File: config.mk
export PLATFORM = sky130hd
export DESIGN_NAME = regfile_wb_arbiter_flat
export DESIGN_NICKNAME = d
export VERILOG_FILES = /design/src/rtl/regfile_wb_arbiter_pkg.sv /design/src/rtl/regfile_wb_arbiter_if.sv /design/src/rtl/regfile_wb_arbiter_rr.sv /design/src/rtl/regfile_wb_arbiter.sv /design/src/flat_wrapper.sv
export SDC_FILE = /design/constraint.sdc
export NUM_CORES = 1
export LEC_CHECK = 0
export CAP_MARGIN = 20
export CELL_PAD_IN_SITES_DETAIL_PLACEMENT = 0
export CELL_PAD_IN_SITES_GLOBAL_PLACEMENT = 1
export CORE_MARGIN = 10
export CORE_UTILIZATION = 29
export DETAILED_ROUTE_END_ITERATION = 12
export PLACE_DENSITY = 0.82
export SYNTH_ARGS = -nofsm -noshare
export SYNTH_HDL_FRONTEND = slang
export SYNTH_SLANG_ARGS = --single-unit
File: constraint.sdc
create_clock -name clk -period 2.3 [get_ports clk]
set_input_delay 0.345 -clock clk [delete_from_list [all_inputs] [get_ports clk]]
set_output_delay 0.345 -clock clk [all_outputs]
set_load 0.02 [all_outputs]
File: src/rtl/regfile_wb_arbiter_pkg.sv
// Shared widths, constants and payload types for the regfile writeback arbiter.
package regfile_wb_arbiter_pkg;

    localparam int unsigned DATA_W = 64;
    localparam int unsigned IDX_W  = 5;

    localparam logic [IDX_W-1:0] REG_ZERO = IDX_W'(0);

    // Port identifiers as stored in last_grant.
    localparam logic PORT0 = 1'b0;
    localparam logic PORT1 = 1'b1;

    typedef struct packed {
        logic [IDX_W-1:0]  index;
        logic [DATA_W-1:0] data;
    } wb_req_t;

    function automatic logic is_reg_zero(input logic [IDX_W-1:0] idx);
        return idx == REG_ZERO;
    endfunction

endpackage

File: src/rtl/regfile_wb_arbiter_if.sv
// Writeback bus between the two requesters, the arbiter and the regfile.
// Optional macro WB_FWD_EN adds the decode forwarding signals.
interface regfile_wb_arbiter_if;
    import regfile_wb_arbiter_pkg::*;

    logic              req0_valid;
    logic              req0_ready;
    logic [IDX_W-1:0]  req0_index;
    logic [DATA_W-1:0] req0_data;
    logic              req1_valid;
    logic              req1_ready;
    logic [IDX_W-1:0]  req1_index;
    logic [DATA_W-1:0] req1_data;
    logic              rd_en;
    logic [IDX_W-1:0]  rd_index;
    logic [DATA_W-1:0] rd_data;
    logic              conflict_stall;

`ifdef WB_FWD_EN
    logic [IDX_W-1:0]  fwd_rs1_index;
    logic [IDX_W-1:0]  fwd_rs2_index;
    logic              fwd_rs1_hit;
    logic              fwd_rs2_hit;
    logic [DATA_W-1:0] fwd_rs1_data;
    logic [DATA_W-1:0] fwd_rs2_data;

    modport master (
        output req0_valid, req0_index, req0_data,
        output req1_valid, req1_index, req1_data,
        input  req0_ready, req1_ready,
        input  rd_en, rd_index, rd_data, conflict_stall,
        output fwd_rs1_index, fwd_rs2_index,
        input  fwd_rs1_hit, fwd_rs2_hit, fwd_rs1_data, fwd_rs2_data
    );

    modport slave (
        input  req0_valid, req0_index, req0_data,
        input  req1_valid, req1_index, req1_data,
        output req0_ready, req1_ready,
        output rd_en, rd_index, rd_data, conflict_stall,
        input  fwd_rs1_index, fwd_rs2_index,
        output fwd_rs1_hit, fwd_rs2_hit, fwd_rs1_data, fwd_rs2_data
    );
`else
    modport master (
        output req0_valid, req0_index, req0_data,
        output req1_valid, req1_index, req1_data,
        input  req0_ready, req1_ready,
        input  rd_en, rd_index, rd_data, conflict_stall
    );

    modport slave (
        input  req0_valid, req0_index, req0_data,
        input  req1_valid, req1_index, req1_data,
        output req0_ready, req1_ready,
        output rd_en, rd_index, rd_data, conflict_stall
    );
`endif

endinterface

File: src/rtl/regfile_wb_arbiter_rr.sv
// Combinational two-way round-robin grant with a same-destination override
// that favours port 0, the older in-order producer.
module wb_rr_arbiter2
    import regfile_wb_arbiter_pkg::*;
(
    input  logic             valid0,
    input  logic             valid1,
    input  logic [IDX_W-1:0] index0,
    input  logic [IDX_W-1:0] index1,
    input  logic             last_grant,
    output logic             grant0_c,
    output logic             grant1_c,
    output logic             next_last_grant_c
);

    // Grant selection and last_grant update.
    always_comb begin
        grant0_c          = 1'b0;
        grant1_c          = 1'b0;
        next_last_grant_c = last_grant;

        if (valid0 && valid1) begin
            if ((index0 == index1) && !is_reg_zero(index0)) begin
                grant0_c = 1'b1;
            end else if (last_grant == PORT0) begin
                grant1_c = 1'b1;
            end else begin
                grant0_c = 1'b1;
            end
        end else if (valid0) begin
            grant0_c = 1'b1;
        end else if (valid1) begin
            grant1_c = 1'b1;
        end

        if (grant0_c) begin
            next_last_grant_c = PORT0;
        end else if (grant1_c) begin
            next_last_grant_c = PORT1;
        end
    end

endmodule

File: src/rtl/regfile_wb_arbiter.sv
// Shares the regfile write port between the LSU (port 0) and ALU/CSR (port 1)
// writeback paths and registers the winning write.
// Optional macro WB_FWD_EN adds rs1/rs2 forwarding from the output register.
module regfile_wb_arbiter
    import regfile_wb_arbiter_pkg::*;
(
    input  logic                 clk,
    input  logic                 rst,
    regfile_wb_arbiter_if.slave  bus
);

    logic              last_grant;
    logic              grant0_c;
    logic              grant1_c;
    logic              next_last_grant_c;
    wb_req_t           win_c;
    logic              win_valid_c;
    logic              rd_en_q;
    logic [IDX_W-1:0]  rd_index_q;
    logic [DATA_W-1:0] rd_data_q;

    wb_rr_arbiter2 u_arb (
        .valid0            (bus.req0_valid),
        .valid1            (bus.req1_valid),
        .index0            (bus.req0_index),
        .index1            (bus.req1_index),
        .last_grant        (last_grant),
        .grant0_c          (grant0_c),
        .grant1_c          (grant1_c),
        .next_last_grant_c (next_last_grant_c)
    );

    // Nothing is acknowledged while reset is held.
    assign bus.req0_ready     = grant0_c && !rst;
    assign bus.req1_ready     = grant1_c && !rst;
    assign bus.conflict_stall = bus.req0_valid && bus.req1_valid;

    // Mux the granted request onto the write payload.
    always_comb begin
        win_valid_c = grant0_c || grant1_c;
        win_c.index = bus.req1_index;
        win_c.data  = bus.req1_data;
        if (grant0_c) begin
            win_c.index = bus.req0_index;
            win_c.data  = bus.req0_data;
        end
    end

    // Round-robin pointer; reset to port 1 so port 0 wins the first contest.
    always_ff @(posedge clk or posedge rst) begin
        if (rst) begin
            last_grant <= PORT1;
        end else begin
            last_grant <= next_last_grant_c;
        end
    end

    // Output register; writes to the zero register are acknowledged but dropped.
    always_ff @(posedge clk or posedge rst) begin
        if (rst) begin
            rd_en_q    <= 1'b0;
            rd_index_q <= IDX_W'(0);
            rd_data_q  <= DATA_W'(0);
        end else begin
            rd_en_q <= win_valid_c && !is_reg_zero(win_c.index);
            if (win_valid_c && !is_reg_zero(win_c.index)) begin
                rd_index_q <= win_c.index;
                rd_data_q  <= win_c.data;
            end
        end
    end

    assign bus.rd_en    = rd_en_q;
    assign bus.rd_index = rd_index_q;
    assign bus.rd_data  = rd_data_q;

`ifdef WB_FWD_EN
    // Forward the value being written this cycle to decode.
    assign bus.fwd_rs1_hit  = rd_en_q && (rd_index_q == bus.fwd_rs1_index) &&
                              !is_reg_zero(bus.fwd_rs1_index);
    assign bus.fwd_rs2_hit  = rd_en_q && (rd_index_q == bus.fwd_rs2_index) &&
                              !is_reg_zero(bus.fwd_rs2_index);
    assign bus.fwd_rs1_data = bus.fwd_rs1_hit ? rd_data_q : DATA_W'(0);
    assign bus.fwd_rs2_data = bus.fwd_rs2_hit ? rd_data_q : DATA_W'(0);
`endif

endmodule

File: src/flat_wrapper.sv
// flat-port wrapper written by rule: the top's interface ports become plain ports
module regfile_wb_arbiter_flat import regfile_wb_arbiter_pkg::*;
  (clk, rst, bus_req0_valid, bus_req0_index, bus_req0_data, bus_req1_valid, bus_req1_index, bus_req1_data, bus_req0_ready, bus_req1_ready, bus_rd_en, bus_rd_index, bus_rd_data, bus_conflict_stall);
  regfile_wb_arbiter_if bus_i ();
  input  logic clk;
  input  logic rst;
  input wire logic [$bits(bus_i.req0_valid)-1:0] bus_req0_valid;
  input wire logic [$bits(bus_i.req0_index)-1:0] bus_req0_index;
  input wire logic [$bits(bus_i.req0_data)-1:0] bus_req0_data;
  input wire logic [$bits(bus_i.req1_valid)-1:0] bus_req1_valid;
  input wire logic [$bits(bus_i.req1_index)-1:0] bus_req1_index;
  input wire logic [$bits(bus_i.req1_data)-1:0] bus_req1_data;
  output wire logic [$bits(bus_i.req0_ready)-1:0] bus_req0_ready;
  output wire logic [$bits(bus_i.req1_ready)-1:0] bus_req1_ready;
  output wire logic [$bits(bus_i.rd_en)-1:0] bus_rd_en;
  output wire logic [$bits(bus_i.rd_index)-1:0] bus_rd_index;
  output wire logic [$bits(bus_i.rd_data)-1:0] bus_rd_data;
  output wire logic [$bits(bus_i.conflict_stall)-1:0] bus_conflict_stall;
  assign bus_i.req0_valid = bus_req0_valid;
  assign bus_i.req0_index = bus_req0_index;
  assign bus_i.req0_data = bus_req0_data;
  assign bus_i.req1_valid = bus_req1_valid;
  assign bus_i.req1_index = bus_req1_index;
  assign bus_i.req1_data = bus_req1_data;
  assign bus_req0_ready = bus_i.req0_ready;
  assign bus_req1_ready = bus_i.req1_ready;
  assign bus_rd_en = bus_i.rd_en;
  assign bus_rd_index = bus_i.rd_index;
  assign bus_rd_data = bus_i.rd_data;
  assign bus_conflict_stall = bus_i.conflict_stall;
  regfile_wb_arbiter u_core (.clk(clk), .rst(rst), .bus(bus_i));
endmodule
Yosys cells after proc, flatten, opt, wreduce, memory -nomap -nowiden
Cells that the tools add are included.
Storage, ports and cells
  register bits: 71
  logic and storage cells: 29
  input bits: 142
  output and inout bits: 73
Operators by class
  eq/ne operators: 1
  reductions and logical operators: 12
  multiplexer cells: 12
Operators by type and width (number)
  2-to-1 mux 69 bit: 1
  2-to-1 mux 1 bit: 11
  zero test 5 bit: 2
  == test 5 bit: 1
  logical AND 1 bit: 5
  zero test 1 bit: 3
  nonzero test 2 bit: 1
  logical OR 1 bit: 1

Logic depth before layout (Yosys ltp)
Gate-level depths: netlist of run 1.
  depth after elaboration: 9
  gate-level depth with buffers: 8
  depth with buffers taken out: 5

Modules after synthesis
From an unflattened synthesis of run 1, not the netlist that was laid out.
Unflattened totals
  cells, all modules: 251
  area total of the unflattened synthesis: 3637.2 µm²
Modules (own cells, without submodules)
  regfile_wb_arbiter: instances 1, sequential area each 1778.0 µm², area an instance 3508.4 µm², cells each 236
  wb_rr_arbiter2: instances 1, sequential area each 0.0 µm², area an instance 128.9 µm², cells each 15

Least setup slack after synthesis of run 1
No wires, ideal clock.
  path kind: input-to-reg
  from: input bus_req0_index[1]
  to: register u_core.rd_data_q[18], in the netlist u_core.bus.rd_data[18]
  setup time: 0.127 ns
  stages on the path: 8
  path buffers: 3
  data required time: 2.173 ns
  setup slack: 0.106 ns
  arrival time: 2.067 ns
  path through: nor4_2 -> o2111ai_1 -> o311ai_1 -> buf_4 -> mux2i_2 -> buf_6 -> buf_6 -> mux2_1
On the way
  longest elaborated chain between the ends: 9
  elaborated cells on any way between the ends: 13
  classes of those cells: eq/ne: 1; mux: 5; reduce/logical: 7
Ends and longest elaborated chain
  start: declaration: line flat_wrapper.sv:8  | input wire logic [$bits(bus_i.req0_index)-1:0] bus_req0_index;
  zero test 5 bit: line regfile_wb_arbiter_pkg.sv:19  | return idx == REG_ZERO;
  zero test 1 bit: line regfile_wb_arbiter_rr.sv:23  | if ((index0 == index1) && !is_reg_zero(index0)) begin
  logical AND 1 bit: line regfile_wb_arbiter_rr.sv:23
  2-to-1 mux 1 bit: line regfile_wb_arbiter_rr.sv:23
  2-to-1 mux 1 bit: line regfile_wb_arbiter_rr.sv:22  | if (valid0 && valid1) begin
  2-to-1 mux 69 bit: line regfile_wb_arbiter.sv:43  | if (grant0_c) begin
  zero test 5 bit: line regfile_wb_arbiter_pkg.sv:19
  zero test 1 bit: line regfile_wb_arbiter.sv:66  | if (win_valid_c && !is_reg_zero(win_c.index)) begin
  logical AND 1 bit: line regfile_wb_arbiter.sv:66
  end signal: assignment: line regfile_wb_arbiter.sv:68  | rd_data_q <= win_c.data;
  end: declaration: line regfile_wb_arbiter.sv:20  | logic [DATA_W-1:0] rd_data_q;
Several ways; a longest one is shown, not always the timed one.
A chain may end at the register's enable or synchronous reset.

Final worst setup path of run 1
  from: input bus_req1_index[1]
  to: register u_core.rd_data_q[58], in the netlist u_core.bus.rd_data[58]
On the way
  longest elaborated chain between the ends: 8
  elaborated cells on any way between the ends: 11
  classes of those cells: eq/ne: 1; mux: 5; reduce/logical: 5
Ends and longest elaborated chain
  start: declaration: line flat_wrapper.sv:11  | input wire logic [$bits(bus_i.req1_index)-1:0] bus_req1_index;
  == test 5 bit: line regfile_wb_arbiter_rr.sv:23
  logical AND 1 bit: line regfile_wb_arbiter_rr.sv:23
  2-to-1 mux 1 bit: line regfile_wb_arbiter_rr.sv:23
  2-to-1 mux 1 bit: line regfile_wb_arbiter_rr.sv:22
  2-to-1 mux 69 bit: line regfile_wb_arbiter.sv:43
  zero test 5 bit: line regfile_wb_arbiter_pkg.sv:19
  zero test 1 bit: line regfile_wb_arbiter.sv:66
  logical AND 1 bit: line regfile_wb_arbiter.sv:66
Several ways; a longest one is shown, not always the timed one.

==> run metrics, run 1 <==
All-Layer GR Usage=14.41%; vias after detailed routing=3018; Main synth FF type=dfrtp_1; remaining max-slew budget at the tightest pin=67.76%; number of enable flip-flop cells after synthesis=0; startpoint of the most critical hold path=u_core.bus.rd_data[18]$_DFFE_PP0P_; Antenna Cells=0; number of design rule violations left after detail routing=0; endpoints failing setup=0; Hold Fails Final Rpt=0; Area contributors post-synth=dfrtp_1 49%, mux2_2 39%, mux2_1 3.1%; ratio of cells with drive above 1 in the final layout=38.02%; data required time at the worst endpoint=2.50 ns; Die Width=131.5 um; Power Total=4705 uW; Cell Chain, Critical Path=dlygate4sd2_1, xor2_1, nor4_2, buf_4, o311ai_4, buf_6, mux2i_4, buf_6, buf_6, clkbuf_16, mux2_2; mean area per synthesized cell=14.25 um2; Fill cells=1050; Synth top area share=48.58%; total negative setup slack=0 ns; maximum VDD drop=0.4156 mV; sequential element share of the synthesized area=49.31%; net count of the finished layout=644; outcome=completed; Core Footprint=12110 um2; Die Area=17290 um2; area of all placed cells without fillers=6734 um2; synthesized netlist net count=395; effective utilization at floorplan=29.77%; worst hold slack=0.4816 ns; commonest non-fill, non-tap cell in the layout=clkdlybuf4s50_1; remaining global-route overflow=0; total power per unit cell area=698.7 nW/um2; flip-flop and latch count after synthesis=71; detailed-placement wirelength estimate=9.505 mm; first-pass GRT wire length=20.19 mm; maximum fanout along the worst path=5; synth warn=0; Die Y=131.5 um; count of port buffers added during placement=214; total number of H-tree levels=3; via count of the first global-routing pass=3617; CTS max path bufs=2; Reg2Reg Launch Point=u_core.last_grant$_DFFE_PP1P_; synthesized netlist cell count=253; slowest cell delay on critical path=0.33 ns; instance area at placement=6085 um2; area added between synthesis and finish=86.75%; Clock transition at path regs=0.05 ns; distinct cell type count after synthesis=28; type of element capturing the critical path=flop; Worst Clk Skew=0.004855 ns; most used cells in the layout excluding fill and tap cells=202 x clkdlybuf4s50_1, 124 x mux2_2, 70 x dfrtp_1; top cell type by total area after synthesis=dfrtp_1; ys async rst share=100.0%; number of ports placed on the die boundary=215; unrepaired setup endpoints after global routing=no; Slew Limit Fails=0; cell with the largest stage delay on the worst path=mux2_2; Critical Path AT=2.44 ns; most prevalent standard cell on the critical path=buf_6; final routed wire length divided by cell count=18.91 um; classification of the worst setup path=primary input to flop; DRC marker count from the first detailed-route iteration=88; netlist area before placement=3606 um2; startpoint type of the worst setup path=primary input; Detail Route Antenna Nets=0; Final Routed Wirelength=12.72 mm; number of cells in the design after placement=639; max-cap violation count=0; number of iterations in the first detailed-routing pass=4; Leakage=0.002768 uW; final period demand of the worst path=2.233 ns; Clk Latency, worst-skew pair=0.32 ns; DR vias/cell=4.484; clock tree sinks=71; measured slew at the worst slew-check pin=0.4836 ns; final estimated routing congestion in global placement=0.6988; number of antenna violations at the first check in global routing=0; root buf cell=clkbuf_16; non-filler instance count after layout=673; Period Utilization, post-route=97.08%; hold crit path type=flop to flop; critical path launch point=bus_req1_index[1]; TritonCTS clock tree=done; row count=40; fmax=0.4479 GHz; number of clock buffers inserted by TritonCTS=9; maximum number of pins on one net before global-route repair=38
[registers in the layout (all words and copies together), names as in the netlist]
name                 cells
u_core.bus.rd_data      64
u_core.bus.rd_index      5
u_core.bus.rd_en         1
u_core.last_grant        1
[timing repair]
item	CTS	global route
gates cloned	6	1
setup endpoints to repair	70	53
buffers inserted	12	1
gates resized for setup	37	2
hold buffers	0	0
endpoints found under the hold margin	0	0
pin swaps	6	1
[final timing paths]
path                                                            to  slack [ns]  cells after the start
worst max-delay path            u_core.bus.rd_data[58]$_DFFE_PP0P_        0.07                     11
worst min-delay path            u_core.bus.rd_data[18]$_DFFE_PP0P_        0.48                      1
worst max register to register  u_core.bus.rd_data[58]$_DFFE_PP0P_        0.22                      9
worst min register to register  u_core.bus.rd_data[18]$_DFFE_PP0P_        0.48                      1
max in group asynchronous       u_core.bus.rd_data[29]$_DFFE_PP0P_        1.38                      3
min in group asynchronous        u_core.bus.rd_data[2]$_DFFE_PP0P_        0.55                      3
[report_power, final]
group          internal [uW]  switching, uW
Sequential              1470            110
Combinational           1050            730
Clock                    852            491
[metrics by stage]
stage                     utilization [%]  setup slack, ns
after floorplan                         -           0.1060
after global placement              50.24          -0.5737
after detailed placement            50.24          -0.6439
after CTS                           55.27          0.04186
after global routing                55.60          0.01578
final                               55.60          0.06712
[logic make-up (layout without fill, tap and decap cells)]
kind of cell,after synthesis,after routing,share of synthesized area [%]
AO/OA/AOI/OAI,11,11,2.290
XOR/XNOR,4,4,0.9714
buffers and inverters,21,273,3.123
flip-flops,71,71,49.31
multiplexers,137,137,42.78
AND/OR/NAND/NOR,9,9,1.527
[cells in the mapped netlist (2+ instances only)]
cell type,n
inv_1,6
buf_2,12
mux2_2,124
mux2i_1,2
dfrtp_1,70
buf_6,2
mux2_1,10
nor2_1,2
xor2_1,4
o22ai_1,3
[critical path: cells and delay by family]
| family | cells | cell delay [ns] |
|---|---|---|
| compound gates | 1 | 0.27 |
| xor+xnor | 1 | 0.20 |
| buf+inv | 6 | 0.98 |
| mux | 2 | 0.57 |
| simple gates | 1 | 0.07 |
[per-layer routing]
metal  global-route usage [%]  share of wire [%]
met1                    16.41                 42
met2                    25.03                 50
met3                    5.412                7.2
met4                    3.214               0.81
met5                        0                  0
[area by class of cell]
cell class | instances | area, um2 | area share, %
repair buffers | 253 | 2658 | 39.46
multi-input cells | 161 | 1779 | 26.42
flip-flops and latches | 71 | 1778 | 26.40
clock buffers | 10 | 239.0 | 3.549
well taps | 168 | 210.2 | 3.122
clock inverters | 4 | 47.55 | 0.7061
inverters | 6 | 22.52 | 0.3344
Power figures use the tool's default switching activity.
==> run 2, diff against run 1 <==
ABC_AREA = 1   (was unset)
CAP_MARGIN = unset   (was 20)
CORE_UTILIZATION = 28   (was 29)
PLACE_DENSITY = 0.86   (was 0.82)
clock period = 2.8 ns   (was 2.3 ns; I/O delays follow)
==> run 2 against run 1 <==
Against the previous run: combinational power shrank 41%; die area grew 11%; utilization shrank 8.5 points; global-route usage shrank 0.051 points; via count grew 40%; hold slack lost 0.016 ns; final area shrank 3.3%; critical path type is now primary input to output pin; largest power group is now registers.
==> run metrics, run 2 <==
final estimated routing congestion in global placement=0.8408; fmax=0.3744 GHz; total power per unit cell area=507.3 nW/um2; All-Layer GR Usage=14.36%; ratio of cells with drive above 1 in the final layout=6.547%; Cell Chain, Critical Path=clkdlybuf4s50_1, nor2_1, nand2_1, nand2_1, nand2_1, nand3_2, nand3_4, nand2_4, nand2_1, nor2_1, clkdlybuf4s50_1; outcome=completed; Detail Route Antenna Nets=0; total number of H-tree levels=3; top post-synthesis cells by count=349 x nand2_1, 73 x nand3_1, 70 x dfrtp_1; synthesized netlist net count=716; TritonCTS clock tree=done; Antenna Cells=0; worst hold slack=0.4660 ns; Die Width=138.4 um; final routed wire length divided by cell count=14.55 um; highest layer used for signal routing=met4; Worst Clk Skew=0.003604 ns; slowest cell delay on critical path=0.64 ns; Clock transition at path regs=0.05 ns; number of iterations in the first detailed-routing pass=4; Clk Latency, worst-skew pair=0.33 ns; maximum VDD drop=0.2065 mV; final period demand of the worst path=2.671 ns; area added between synthesis and finish=65.79%; CTS max path bufs=2; mean area per synthesized cell=6.842 um2; wire length on met2=6.459 mm; flip-flop and latch count after synthesis=71; startpoint type of the worst setup path=primary input; Die Y=138.4 um; root buf cell=clkbuf_16; Post-CTS Hold Fix Bufs=0; number of enable flip-flop cells after synthesis=0; Main synth FF type=dfrtp_1; Synth top area share=44.60%; remaining max-slew budget at the tightest pin=49.81%; most prevalent standard cell on the critical path=nand2_1; endpoints failing setup=0; maximum fanout along the worst path=5; met3 WL=1.379 mm; measured slew at the worst slew-check pin=0.7528 ns; commonest non-fill, non-tap cell in the layout=nand2_1; wire length the detailed router placed on met1=5.927 mm; synth warn=0; most used cells in the layout excluding fill and tap cells=349 x nand2_1, 213 x clkdlybuf4s50_1, 73 x nand3_1; number of clock buffers inserted by TritonCTS=9; total negative setup slack=0 ns; first-pass GRT wire length=23.05 mm; most used standard cell by instance count after synthesis=nand2_1; row count=43; sequential element share of the synthesized area=45.27%; number of ports placed on the die boundary=215; Core Footprint=13830 um2; DR vias/cell=4.416; via count of the first global-routing pass=4449; Power Total=3303 uW; Hold Fails Final Rpt=0; Slew Limit Fails=0; remaining global-route overflow=0; classification of the worst setup path=primary input to output pin; vias after detailed routing=4235; netlist area before placement=3928 um2; maximum number of pins on one net before global-route repair=70; Period Utilization, post-route=95.39%; top cell type by total area after synthesis=dfrtp_1; number of cells in the design after placement=945; Final Routed Wirelength=13.95 mm; Die Area=19160 um2; Area contributors post-synth=dfrtp_1 45%, nand2_1 33%, nand3_1 9.3%; net count of the finished layout=918; count of port buffers added during placement=214; synthesized netlist cell count=574; cell with the largest stage delay on the worst path=clkdlybuf4s50_1; max-cap violation count=0; flip-flop count of the largest register after layout=64; type of element capturing the critical path=output pin; DRC marker count from the first detailed-route iteration=184; ys async rst share=100.0%; detailed-placement wirelength estimate=10.80 mm; clock tree sinks=71; number of antenna violations at the first check in global routing=0; unrepaired setup endpoints after global routing=no; hold crit path type=flop to flop; Leakage=0.003287 uW; non-filler instance count after layout=959; effective utilization at floorplan=28.40%; number of design rule violations left after detail routing=0; data required time at the worst endpoint=2.38 ns; Critical Path AT=2.25 ns; distinct cell type count after synthesis=21
-- run 2: cell count changes after synthesis, moves of 7 or more --
cell | previous run | this run
buf_1 | 0 | 9
inv_1 | 6 | 13
mux2_1 | 10 | 0
mux2_2 | 124 | 0
nand2_1 | 1 | 349
nand2_2 | 0 | 11
nand3_1 | 0 | 73
-- run 2: critical path, delay by kind of cell --
family	cells	cell delay [ns]
buffers and inverters	2	1.10
and+or+nand+nor	9	0.74
-- run 2: report_power, final --
part           leakage (uW)  switching (uW)  internal, uW  total, uW
Sequential         0.000860            70.4          1150       1220
Combinational       0.00229             523           526       1050
Clock              0.000132             393           636       1030
-- run 2: through the flow --
step,util [%],area [um2],worst slack (ns)
after floorplan,-,3928,0.5851
after global placement,45.15,6243,0.1319
after detailed placement,45.15,6243,0.09292
after CTS,47.07,6509,0.1016
after global routing,47.09,6511,0.02482
final,47.09,6511,0.1292
-- run 2: layout make-up --
| class | instances | area [um2] |
|---|---|---|
| Multi-Input combinational cell | 449 | 1861 |
| Inverter | 19 | 72.57 |
| Timing Repair Buffer | 226 | 2310 |
| Clock buffer | 13 | 260.3 |
| Tap cell | 180 | 225.2 |
| Sequential cell | 71 | 1778 |
| Fill cell | 1394 | 7316 |
| Clock inverter | 1 | 5.005 |
-- run 2: logic make-up after synthesis --
logic type             share of synthesized area (%)
AO/OA/AOI/OAI                                 0.8283
buffers and inverters                          7.359
flip-flops                                     45.27
AND/OR/NAND/NOR                                46.54
-- run 2: timing repair --
action	in CTS	in global routing
endpoints found under the hold margin	0	0
endpoints found under the setup margin	0	1
gates resized for setup	0	1
setup buffers	0	0
-- run 2: layer usage --
layer	vias to the layer above	track usage [%]
li1	2164	-
met1	1905	16.67
met2	151	23.57
met3	15	6.267
met4	0	3.940
met5	-	0
-- run 2: worst paths after layout --
path	start	to	slack, ns	depth (start not counted)
max	bus_req0_index[3]	bus_req1_ready	0.13	11
min	u_core.bus.rd_index[0]$_DFFE_PP0P_	u_core.bus.rd_index[0]$_DFFE_PP0P_	0.47	2
max reg2reg	u_core.last_grant$_DFFE_PP1P_	u_core.bus.rd_data[40]$_DFFE_PP0P_	0.87	10
min reg2reg	u_core.bus.rd_index[0]$_DFFE_PP0P_	u_core.bus.rd_index[0]$_DFFE_PP0P_	0.47	2
max in group asynchronous	rst	u_core.last_grant$_DFFE_PP1P_	1.58	3
min in group asynchronous	rst	u_core.bus.rd_data[11]$_DFFE_PP0P_	0.56	2
